File: src/rtl/excess3_pkg.sv
// -----------------------------------------------------------------------------
// excess3_pkg
// Shared constants and types for the Excess-3 decode path.
//   E3_BIAS      : offset added by the Excess-3 code (3)
//   E3_MIN/MAX   : range of legal Excess-3 codes (4'h3..4'hC)
//   BCD_ILLEGAL  : value substituted for a digit whose code was illegal
//   dec_state_t  : states of the streaming decoder FSM
// -----------------------------------------------------------------------------
package excess3_pkg;

   localparam logic [3:0] E3_BIAS     = 4'd3;
   localparam logic [3:0] E3_MIN      = 4'h3;
   localparam logic [3:0] E3_MAX      = 4'hC;
   localparam logic [3:0] BCD_ILLEGAL = 4'hF;

   typedef enum logic [1:0] {
      COLLECT = 2'd0,
      HOLD    = 2'd1,
      DRAIN   = 2'd2
   } dec_state_t;

endpackage

File: src/rtl/excess3_digit_decode.sv
// -----------------------------------------------------------------------------
// excess3_digit_decode
// Purely combinational single-digit Excess-3 to BCD converter.
// Ports:
//   code    in  4  Excess-3 code
//   bcd     out 4  decoded BCD digit, BCD_ILLEGAL when code is out of range
//   illegal out 1  code is outside 4'h3..4'hC
// -----------------------------------------------------------------------------
module excess3_digit_decode
   import excess3_pkg::*;
(
   input  logic [3:0] code,
   output logic [3:0] bcd,
   output logic       illegal
);

   // The modulo-16 subtraction result is only passed through for legal
   // codes; illegal codes are replaced by a fixed marker so a bad digit is
   // always visible in the packed word, not aliased onto a real digit.
   always_comb begin
      illegal = (code < E3_MIN) || (code > E3_MAX);
      bcd     = illegal ? BCD_ILLEGAL : (code - E3_BIAS);
   end

endmodule

File: src/rtl/excess3_bcd_decoder.sv
// -----------------------------------------------------------------------------
// excess3_bcd_decoder
// Streaming Excess-3 to packed-BCD decoder. Digits arrive MSD first over a
// valid/ready handshake and are packed right-aligned into one word per
// framed number, presented on a second valid/ready interface.
// Parameters:
//   NDIGITS    maximum digits per output word (>= 1)
// Ports:
//   clk        in  1              rising-edge clock
//   rst_n      in  1              asynchronous active-low reset
//   in_valid   in  1              in_digit / in_last valid
//   in_ready   out 1              decoder accepts a digit this cycle
//   in_digit   in  4              Excess-3 code
//   in_last    in  1              final digit of the number
//   out_valid  out 1              packed word available
//   out_ready  in  1              downstream accepts the word
//   out_bcd    out 4*NDIGITS      packed BCD, right-aligned, upper digits 0
//   out_count  out clog2(N+1)     digits in the word
//   out_err    out 1              word contained an illegal code
//   out_trunc  out 1              word closed at NDIGITS without in_last
// -----------------------------------------------------------------------------
module excess3_bcd_decoder
   import excess3_pkg::*;
#(
   parameter int NDIGITS = 4
)
(
   input  logic                           clk,
   input  logic                           rst_n,
   input  logic                           in_valid,
   output logic                           in_ready,
   input  logic [3:0]                     in_digit,
   input  logic                           in_last,
   output logic                           out_valid,
   input  logic                           out_ready,
   output logic [4*NDIGITS-1:0]           out_bcd,
   output logic [$clog2(NDIGITS+1)-1:0]   out_count,
   output logic                           out_err,
   output logic                           out_trunc
);

   localparam int CW = $clog2(NDIGITS + 1);
   localparam logic [CW-1:0] MAX_COUNT = CW'(NDIGITS);

   dec_state_t          state;
   dec_state_t          state_next;
   logic [4*NDIGITS-1:0] acc;
   logic [4*NDIGITS-1:0] acc_next;
   logic [4*NDIGITS-1:0] acc_shift;
   logic [CW-1:0]        count;
   logic [CW-1:0]        count_next;
   logic [CW-1:0]        count_inc;
   logic                 err;
   logic                 err_next;
   logic                 trunc;
   logic                 trunc_next;
   logic [3:0]           dec;
   logic                 illegal;

   excess3_digit_decode u_digit_decode (
      .code    (in_digit),
      .bcd     (dec),
      .illegal (illegal)
   );

   // A single-digit word has nothing to shift out of the way, so the
   // accumulator simply takes the new digit.
   generate
      if (NDIGITS == 1) begin : g_single
         assign acc_shift = dec;
      end else begin : g_multi
         assign acc_shift = {acc[4*NDIGITS-5:0], dec};
      end
   endgenerate

   assign count_inc = count + CW'(1);

   // Handshake outputs depend on state only, so no input can reach an
   // output combinationally.
   assign in_ready  = (state != HOLD);
   assign out_valid = (state == HOLD);
   assign out_bcd   = acc;
   assign out_count = count;
   assign out_err   = err;
   assign out_trunc = trunc;

   // Next-state and datapath update. In COLLECT in_ready is 1, so in_valid
   // alone means a digit is accepted. in_last wins over the count limit so
   // a number of exactly NDIGITS digits is not reported as truncated.
   // A truncated word is followed by DRAIN, which swallows the rest of the
   // over-long number up to and including its in_last digit.
   always_comb begin
      state_next = state;
      acc_next   = acc;
      count_next = count;
      err_next   = err;
      trunc_next = trunc;
      case (state)
         COLLECT: begin
            if (in_valid) begin
               acc_next   = acc_shift;
               count_next = count_inc;
               err_next   = err | illegal;
               if (in_last) begin
                  state_next = HOLD;
                  trunc_next = 1'b0;
               end else if (count_inc == MAX_COUNT) begin
                  state_next = HOLD;
                  trunc_next = 1'b1;
               end
            end
         end
         HOLD: begin
            if (out_ready) begin
               acc_next   = '0;
               count_next = '0;
               err_next   = 1'b0;
               trunc_next = 1'b0;
               state_next = trunc ? DRAIN : COLLECT;
            end
         end
         DRAIN: begin
            if (in_valid && in_last) begin
               state_next = COLLECT;
            end
         end
         default: begin
            state_next = COLLECT;
         end
      endcase
   end

   // State and datapath registers; reset discards any partial or pending word.
   always_ff @(posedge clk or negedge rst_n) begin
      if (!rst_n) begin
         state <= COLLECT;
         acc   <= '0;
         count <= '0;
         err   <= 1'b0;
         trunc <= 1'b0;
      end else begin
         state <= state_next;
         acc   <= acc_next;
         count <= count_next;
         err   <= err_next;
         trunc <= trunc_next;
      end
   end

endmodule

File: config.mk
export PLATFORM = sky130hd
export DESIGN_NAME = excess3_bcd_decoder
export DESIGN_NICKNAME = d
export VERILOG_FILES = /design/src/rtl/excess3_pkg.sv /design/src/rtl/excess3_digit_decode.sv /design/src/rtl/excess3_bcd_decoder.sv
export SDC_FILE = /design/constraint.sdc
export NUM_CORES = 1
export LEC_CHECK = 0
export CAP_MARGIN = 20
export CORE_MARGIN = 3
export CORE_UTILIZATION = 35
export DETAILED_ROUTE_END_ITERATION = 6
export PLACE_DENSITY = 0.7
export SETUP_SLACK_MARGIN = 0.1
export SLEW_MARGIN = 20
export SYNTH_ARGS = -nofsm -noshare
export SYNTH_HDL_FRONTEND = slang
export SYNTH_HIERARCHICAL = 1
export SYNTH_SLANG_ARGS = --single-unit
File: constraint.sdc
create_clock -name clk -period 4.1 [get_ports clk]
set_input_delay 0.615 -clock clk [delete_from_list [all_inputs] [get_ports clk]]
set_output_delay 0.615 -clock clk [all_outputs]
set_load 0.01 [all_outputs]
### After elaboration in Yosys (flattened, before gate mapping)

Cells that the tools add are included.

| storage, ports and cells | value |
|---|---|
| bits in registers | 23 |
| word-level logic and storage cells | 46 |
| output and inout bits | 23 |
| input port bits | 9 |

| cells by class | value |
|---|---|
| bitwise operators | 1 |
| order comparisons | 2 |
| equal/unequal tests | 8 |
| multiplexer cells | 21 |
| $add $sub $neg | 2 |
| reduce and logical (&&, ||, !) cells | 7 |

Operator list:

| operator | number |
|---|---|
| $mux W16 | 2 |
| $pmux W16 S2 | 1 |
| $mux W2 | 6 |
| $reduce_and A4 Y1 | 2 |
| $mux W3 | 2 |
| $pmux W2 S3 | 1 |
| $pmux W3 S2 | 1 |
| $mux W1 | 5 |
| $gt A4 B4 Y1 const B | 1 |
| $lt A4 B2 Y1 const B | 1 |
| $mux W4 | 1 |
| $ne A2 B1 Y1 const B | 2 |
| $ne A2 B2 Y1 const B | 2 |
| $pmux W1 S2 | 2 |
| $sub A4 B2 Y4 const B | 1 |
| $add A3 B1 Y3 const B | 1 |
| $eq A3 B3 Y1 const B | 1 |
| $ne A3 B3 Y1 const B | 1 |
| $reduce_and A3 Y1 | 1 |
| $eq A2 B1 Y1 const B | 1 |
| $eq A2 B2 Y1 const B | 1 |
| $logic_not A2 Y1 | 1 |
| $reduce_bool A2 Y1 | 1 |
| $logic_and A1 B1 Y1 | 1 |
| 2 further kinds | 2 |

### Depth between registers and ports, before layout

Gate-level depths: netlist (run 1).

| depth | value |
|---|---|
| depth after elaboration | 6 |
| mapped depth | 6 |
| gate-level depth less buffers | 6 |

### Cells and area by module

The synthesis (run 1) kept the hierarchy.

Modules (own cells, without submodules):

| module | area an instance (um^2) | cells each | times used | sequential area each (um^2) |
|---|---|---|---|---|
| excess3_bcd_decoder | 952.2 | 74 | 1 | 575.6 |
| excess3_digit_decode | 122.6 | 17 | 1 | 0.0 |

### Worst setup path before layout (run 1)

OpenSTA, ideal clock, no wires.

| path | value |
|---|---|
| path type | input port to flip-flop |
| start | input port out_ready |
| end | register acc[10], in the netlist out_bcd[10] |
| data required time | 3.979 ns |
| library setup time | 0.121 ns |
| data arrival time | 1.332 ns |
| setup slack | 2.647 ns |
| buffers on the path | 2 |
| stages | 5 |
| cells stage by stage | mux2i_1 > or2_1 > buf_6 > buf_6 > a22o_1 |

| between the ends | value |
|---|---|
| word-level cells in the longest chain between the ends | 2 |

Ends and longest elaborated chain:

| element | RTL line | RTL |
|---|---|---|
| start, declared | excess3_bcd_decoder.sv:35 | `input logic out_ready,` |
| $ne A2 B1 Y1 (no source line) | n/a |  |
| $reduce_and A3 Y1 (no source line) | n/a |  |
| end signal, assigned | excess3_bcd_decoder.sv:143 | `acc <= acc_next;` |
| end, declared | excess3_bcd_decoder.sv:47 | `logic [4*NDIGITS-1:0] acc;` |

Every way passes these cells.
A chain may end at the register's enable or synchronous reset.

### Final worst setup path (run 1)

| path | value |
|---|---|
| start | register state[1] |
| end | output port out_valid |

| between the ends | value |
|---|---|
| word-level cells in the longest chain between the ends | 1 |

Ends and longest elaborated chain:

| element | RTL line | RTL |
|---|---|---|
| start, declared | excess3_bcd_decoder.sv:45 | `dec_state_t state;` |
| start signal, assigned | excess3_bcd_decoder.sv:142 | `state <= state_next;` |
| $eq A2 B1 Y1 | excess3_bcd_decoder.sv:81 | `assign out_valid = (state == HOLD);` |
| end, declared | excess3_bcd_decoder.sv:34 | `output logic out_valid,` |

Every way passes these cells.

==> impl_metrics.py, run 1 <==
metrics = {
    "global_route": {
        "grt_first_pass_wirelength_mm": 3.34,
        "grt_pass1_vias": 702,
        "grt_overflow_total": 0,
        "grt_max_degree": 24,
        "grt_antenna_before_repair": 0,
        "grt_use_total_pct": 12.2,
    },
    "clock_tree": {
        "cts_tree": "built",
        "h-tree-depth": 1,
        "clk_latency_ps": 310,
        "post-cts-setup-buffer-count": 0,
        "clock_sinks": 23,
        "cts_resized": 0,
        "cts_max_path_buffers": 2,
        "cts.clk_slew.worst_paths_ps": 120,
        "root_buffer": "clkbuf_4",
        "hold_buffers": 0,
        "cts_buffers": 3,
    },
    "yosys": {
        "muxShareOfSynthArea_pct": 2.91,
        "seq_area_frac_synth_pct": 53.6,
        "yosysWarnings": 6,
        "synth-xor-area-share_pct": 0.815,
        "synthAdderAreaFrac_pct": 4.66,
        "synth_area_um2": 1070,
        "yosys.area_share.simple_pct": 9.55,
        "ys_types": 32,
        "synth_area_per_cell_um2": 11.8,
        "ys_ff_latch": 23,
        "synth_top_family_by_area": "compound AO/OA/AOI/OAI gates",
        "syn_nets": 104,
        "synthCells": 91,
        "synth_compound_area_share_pct": 23.2,
    },
    "pwr": {
        "switching_share_pct": 32.7,
        "irDropWorstVdd_v": 0.000266,
        "power_frac_clock_pct": 13.3,
        "internal_power_uw": 520,
        "p_total_uw": 772,
        "power_switching_uw": 252,
        "p_per_area_nw_per_um2": 543,
        "pwr-share-comb_pct": 40.8,
        "leakage_nw": 0.651,
        "seqPwrFrac_pct": 45.9,
    },
    "timing": {
        "maxSlewViolCount": 0,
        "fin_setup_tns_ps": 0,
        "period_share_pct": 53.6,
        "slew_headroom_pct": 58.6,
        "rsz0062_at_grt": "false",
        "fin_skew_ps": 4.96,
        "hold_viol": 0,
        "setup_violations": 0,
        "timing.hold.ws_ps": 245,
        "max_clock_freq_mhz": 455,
        "layout_min_cycle_time_ps": 2200,
        "worst_pin_slew_ps": 621,
    },
    "drt": {
        "ant_nets": 0,
        "vias": 810,
        "drt_iter0_markers": 29,
        "via_per_inst": 5.29,
        "wl_per_cell_um": 13.5,
        "drt_wl_total_mm": 2.06,
        "first_pass_iters": 4,
        "drc": 0,
    },
    "place": {
        "gp_congestion": 0.828,
        "portBuffers": 31,
        "dp_hpwl_mm": 1.56,
    },
    "floorplanning": {
        "start_util_pct": 38.0,
        "die_area_um2": 3770,
        "die_w_um": 61.4,
        "io_pins": 32,
        "row_count": 19,
        "core_area_um2": 2830,
        "die_y_um": 61.4,
    },
    "setup_path": {
        "r2r_slack_ps": 2570,
        "criticalPathCategory": "register to output port",
        "regToRegStartpoint": "state[0]$_DFFE_PN0P_",
        "timing.critical_path.required_ps": 3480,
        "start_kind": "register",
        "worst-path-max-fanout": 8,
        "cp-end-kind": "output port",
        "cp-startpoint": "state[1]$_DFFE_PN0P_",
        "reg2reg_depth": 3,
        "reg2reg_to": "out_count[0]$_DFFE_PN0P_",
        "worstPathArrival_ps": 1580,
    },
    "final_layout": {
        "n_fill_cell": 270,
        "fin_nets": 136,
        "final_common_cell": "clkdlybuf4s50_1",
        "area_growth_pct": 32.1,
        "layout-drive-gt1-share_pct": 9.84,
        "diodes": 0,
        "layout_common_cells": "clkdlybuf4s50_1 (30), dfrtp_1 (23), a22o_1 (14)",
    },
    "hold_path": {
        "min_path_type": "primary input to asynchronous set/reset pin",
    },
    "job": {
        "max-cap-violations": 0,
    },
    "status": {
        "status": "completed",
    },
}
-- cell usage after synthesis (all sizes together) --
| cell | instances | share of area (%) |
|---|---|---|
| a211oi | 1 | 0.70 |
| a21oi | 3 | 1.7 |
| a22o | 17 | 14 |
| a2bb2oi | 1 | 0.82 |
| a31oi | 1 | 0.58 |
| a32oi | 1 | 0.82 |
| and2b | 1 | 0.70 |
| buf | 4 | 3.3 |
| clkbuf | 1 | 0.35 |
| dfrtp | 23 | 54 |
| ha | 4 | 4.7 |
| inv | 5 | 1.7 |
| mux2 | 1 | 1.0 |
| mux2i | 2 | 1.9 |
| nand2 | 7 | 2.4 |
| nand2b | 2 | 1.2 |
| nand3b | 2 | 1.4 |
| nor2 | 1 | 0.35 |
| nor2b | 3 | 1.7 |
| nor3 | 1 | 0.47 |
| nor3b | 1 | 0.70 |
| o21ai | 3 | 1.4 |
| o22ai | 1 | 0.58 |
| o311ai | 2 | 1.6 |
| o31ai | 1 | 0.70 |
| or2 | 1 | 0.58 |
| xor2 | 1 | 0.82 |
-- layout make-up --
class                           count  area [um^2]  area share [%]
Sequential cell                    23          576            40.5
Multi-Input combinational cell     58          447            31.5
Timing Repair Buffer               32          313            22.0
Tap cell                           31         38.8            2.73
Clock buffer                        3         22.5            1.59
Inverter                            5         18.8            1.32
Clock inverter                      1         5.00           0.352
-- state kept, by name, indices dropped and copies added, names as in the netlist --
register   flops
out_trunc      1
out_err        1
out_count      3
state          2
out_bcd       16
-- worst max path at each step --
stage	to	slack, ps	cells past startpoint
3_3_place_gp	out_count[0]$_DFFE_PN0P_	1960	4
5_1_grt	out_valid	1790	3
2_1_floorplan	out_bcd[10]$_DFFE_PN0P_	2650	5
3_5_place_dp	out_count[0]$_DFFE_PN0P_	1940	4
6_report	out_valid	1900	3
4_1_cts	out_valid	1880	3
-- cell families (layout without fill, tap and decap cells) --
| group | Yosys count | count (layout) |
|---|---|---|
| AO/OA/AOI/OAI | 31 | 31 |
| XOR/XNOR | 1 | 1 |
| adder cells (fa/ha/maj) | 4 | 4 |
| buffers and inverters | 10 | 41 |
| flip-flops | 23 | 23 |
| multiplexers | 3 | 3 |
| AND/OR/NAND/NOR | 19 | 19 |
-- stage by stage --
stage          std cells  util, %  instance area (um^2)  setup slack, ps
6_report             153     50.2                  1420             1900
5_1_grt              153     50.2                  1420             1790
4_1_cts              153     50.4                  1430             1880
3_5_place_dp         149     49.4                  1400             1940
3_3_place_gp         149     49.4                  1400             1960
2_1_floorplan         91        -                  1070             2650
-- worst max-delay path, cell delays in order, from the launching register on --
cell	delay (ps)
dfrtp_1	480
nand2b_1	210
inv_1	70
clkdlybuf4s50_1	520
-- per-layer routing --
layer	vias up	global-route usage (%)	wire length [um]
li1	396	-	-
met1	384	17.0	957
met2	24	18.0	957
met3	6	1.89	93
met4	0	7.27	52
met5	-	0	0
-- power groups by stage --
stage	clock (mW)	combinational, mW	sequential [mW]
2_1_floorplan	0	0.130	0.375
3_3_place_gp	0	0.315	0.356
3_5_place_dp	0	0.319	0.360
4_1_cts	0.109	0.320	0.355
5_1_grt	0.118	0.345	0.365
6_report	0.102	0.315	0.354
No activity file was read; power rests on OpenSTA's default activity.
==> run 2, diff against run 1 <==
- PLACE_DENSITY: 0.7 -> 0.73
- clock period: 4.1 -> 2 ns (I/O delays scaled with it)
==> impl_metrics.py, run 2 (same netlist as run 1, synthesis figures left out) <==
metrics = {
    "floorplanning": {
        "start_util_pct": 38.0,
        "die_area_um2": 3770,
        "die_y_um": 61.4,
        "core_area_um2": 2830,
        "row_count": 19,
        "io_pins": 32,
        "die_w_um": 61.4,
    },
    "pwr": {
        "leakage_nw": 0.668,
        "p_per_area_nw_per_um2": 1100,
        "irDropWorstVdd_v": 0.000385,
        "p_total_mw": 1.60,
    },
    "clock_tree": {
        "clk_latency_ps": 310,
        "cts_buffers": 3,
        "clock_sinks": 23,
        "cts.clk_slew.worst_paths_ps": 130,
        "cts_tree": "built",
        "h-tree-depth": 1,
        "root_buffer": "clkbuf_4",
        "cts_max_path_buffers": 2,
    },
    "setup_path": {
        "cp_slowest_stage_delay_ps": 520,
        "timing.critical_path.required_ps": 1700,
        "cp-end-kind": "output port",
        "worst-path-max-fanout": 6,
        "start_kind": "register",
        "crit_buf_inv": 2,
        "path_delay_family": "buffers and inverters",
        "worstPathArrival_ps": 1530,
        "crit_chain": "nand2b_1, inv_1, clkdlybuf4s50_1",
        "slowest_stage": "clkdlybuf4s50_1",
        "criticalPathCategory": "register to output port",
    },
    "drt": {
        "ant_nets": 0,
        "drt_wl_total_mm": 2.20,
        "drt_iter0_markers": 30,
        "vias": 831,
        "first_pass_iters": 4,
        "drc": 0,
        "wl_per_cell_um": 14.0,
        "via_per_inst": 5.29,
    },
    "timing": {
        "fin_skew_ps": 6.99,
        "maxSlewViolCount": 0,
        "setup_violations": 0,
        "max_clock_freq_mhz": 546,
        "fin_setup_tns_ps": 0,
        "rsz0062_at_grt": "false",
        "slew_headroom_pct": 60.1,
        "setup_ws_ps": 167,
        "layout_min_cycle_time_ps": 1830,
        "period_share_pct": 91.6,
        "hold_viol": 0,
        "worst_pin_slew_ps": 599,
        "timing.hold.ws_ps": 305,
    },
    "final_layout": {
        "stdcell_area_um2": 1460,
        "ff_latch_area_um2": 578,
        "largest_reg_flops": 16,
        "fin_nets": 140,
        "area_growth_pct": 35.6,
        "multi_input_comb_area_um2": 447,
        "layout_common_cells": "clkdlybuf4s50_1 (31), dfrtp_1 (21), a22o_1 (14)",
        "final_common_cell": "clkdlybuf4s50_1",
        "layout-drive-gt1-share_pct": 13.5,
        "diodes": 0,
        "n_fill_cell": 257,
    },
    "global_route": {
        "grt_use_total_pct": 13.3,
        "grt_antenna_before_repair": 0,
        "grt_overflow_total": 0,
        "grt_first_pass_wirelength_mm": 3.70,
        "grt_pass1_vias": 814,
        "grt_max_degree": 24,
    },
    "job": {
        "max-cap-violations": 0,
    },
    "place": {
        "gp_congestion": 0.813,
        "dp_hpwl_mm": 1.72,
        "placed_area_um2": 1410,
        "post-place-ws_ps": 143,
        "portBuffers": 31,
    },
    "status": {
        "status": "completed",
    },
    "hold_path": {
        "min_path_type": "primary input to asynchronous set/reset pin",
    },
}
run 2: changes by cell type in the layout (fill, tap and decap cells not counted):
cell / before / now
dfrtp_2: 0 / 2
dfrtp_1: 23 / 21
clkdlybuf4s50_1: 30 / 31
buf_4: 1 / 5
buf_2: 1 / 0
run 2: layout make-up:
| class | count | share of cell area (%) |
|---|---|---|
| clock buffer | 3 | 1.55 |
| timing repair buffer | 36 | 23.9 |
| sequential | 23 | 39.7 |
| multi-input combinational | 58 | 30.6 |
| inverter | 5 | 1.29 |
| tap | 31 | 2.66 |
| clock inverter | 1 | 0.343 |
run 2: repair_timing:
action,in CTS,in global routing
endpoints found under the setup margin,0,2
buffers inserted,0,2
hold buffers,0,0
gates resized for setup,0,2
run 2: worst paths after layout:
kind | from | end | slack (ps) | cells after the start
max in group asynchronous | rst_n | state[1]$_DFFE_PN0P_ | 1460 | 2
setup / recovery | state[1]$_DFFE_PN0P_ | out_valid | 170 | 3
setup reg to reg | state[0]$_DFFE_PN0P_ | out_count[0]$_DFFE_PN0P_ | 470 | 3
hold reg to reg | state[1]$_DFFE_PN0P_ | state[0]$_DFFE_PN0P_ | 520 | 1
hold / removal | rst_n | out_trunc$_DFFE_PN0P_ | 310 | 2
min in group clk | state[1]$_DFFE_PN0P_ | state[0]$_DFFE_PN0P_ | 520 | 1
run 2: worst reg2reg max path, cell delays in order, from the launching register on:
cell     delay (ps)
dfrtp_2         490
mux2i_1         140
or2_1           430
mux2_2          370
run 2: power breakdown:
part | internal (mW) | switching, mW
Combinational | 0.401 | 0.264
Sequential | 0.601 | 0.125
Clock | 0.0748 | 0.138
Total | 1.08 | 0.527
run 2: per-layer routing:
metal	wire, um	up-vias	track usage, %
li1	-	402	-
met1	942	403	15.8
met2	1140	21	23.3
met3	66	5	1.47
met4	51	0	7.27
met5	0	-	0
run 2: per-stage QoR:
step,util (%),instances
CTS,50.9,155
floorplan,-,91
finish,51.5,157
detailed placement,49.9,151
global placement,49.9,151
global route,51.5,157
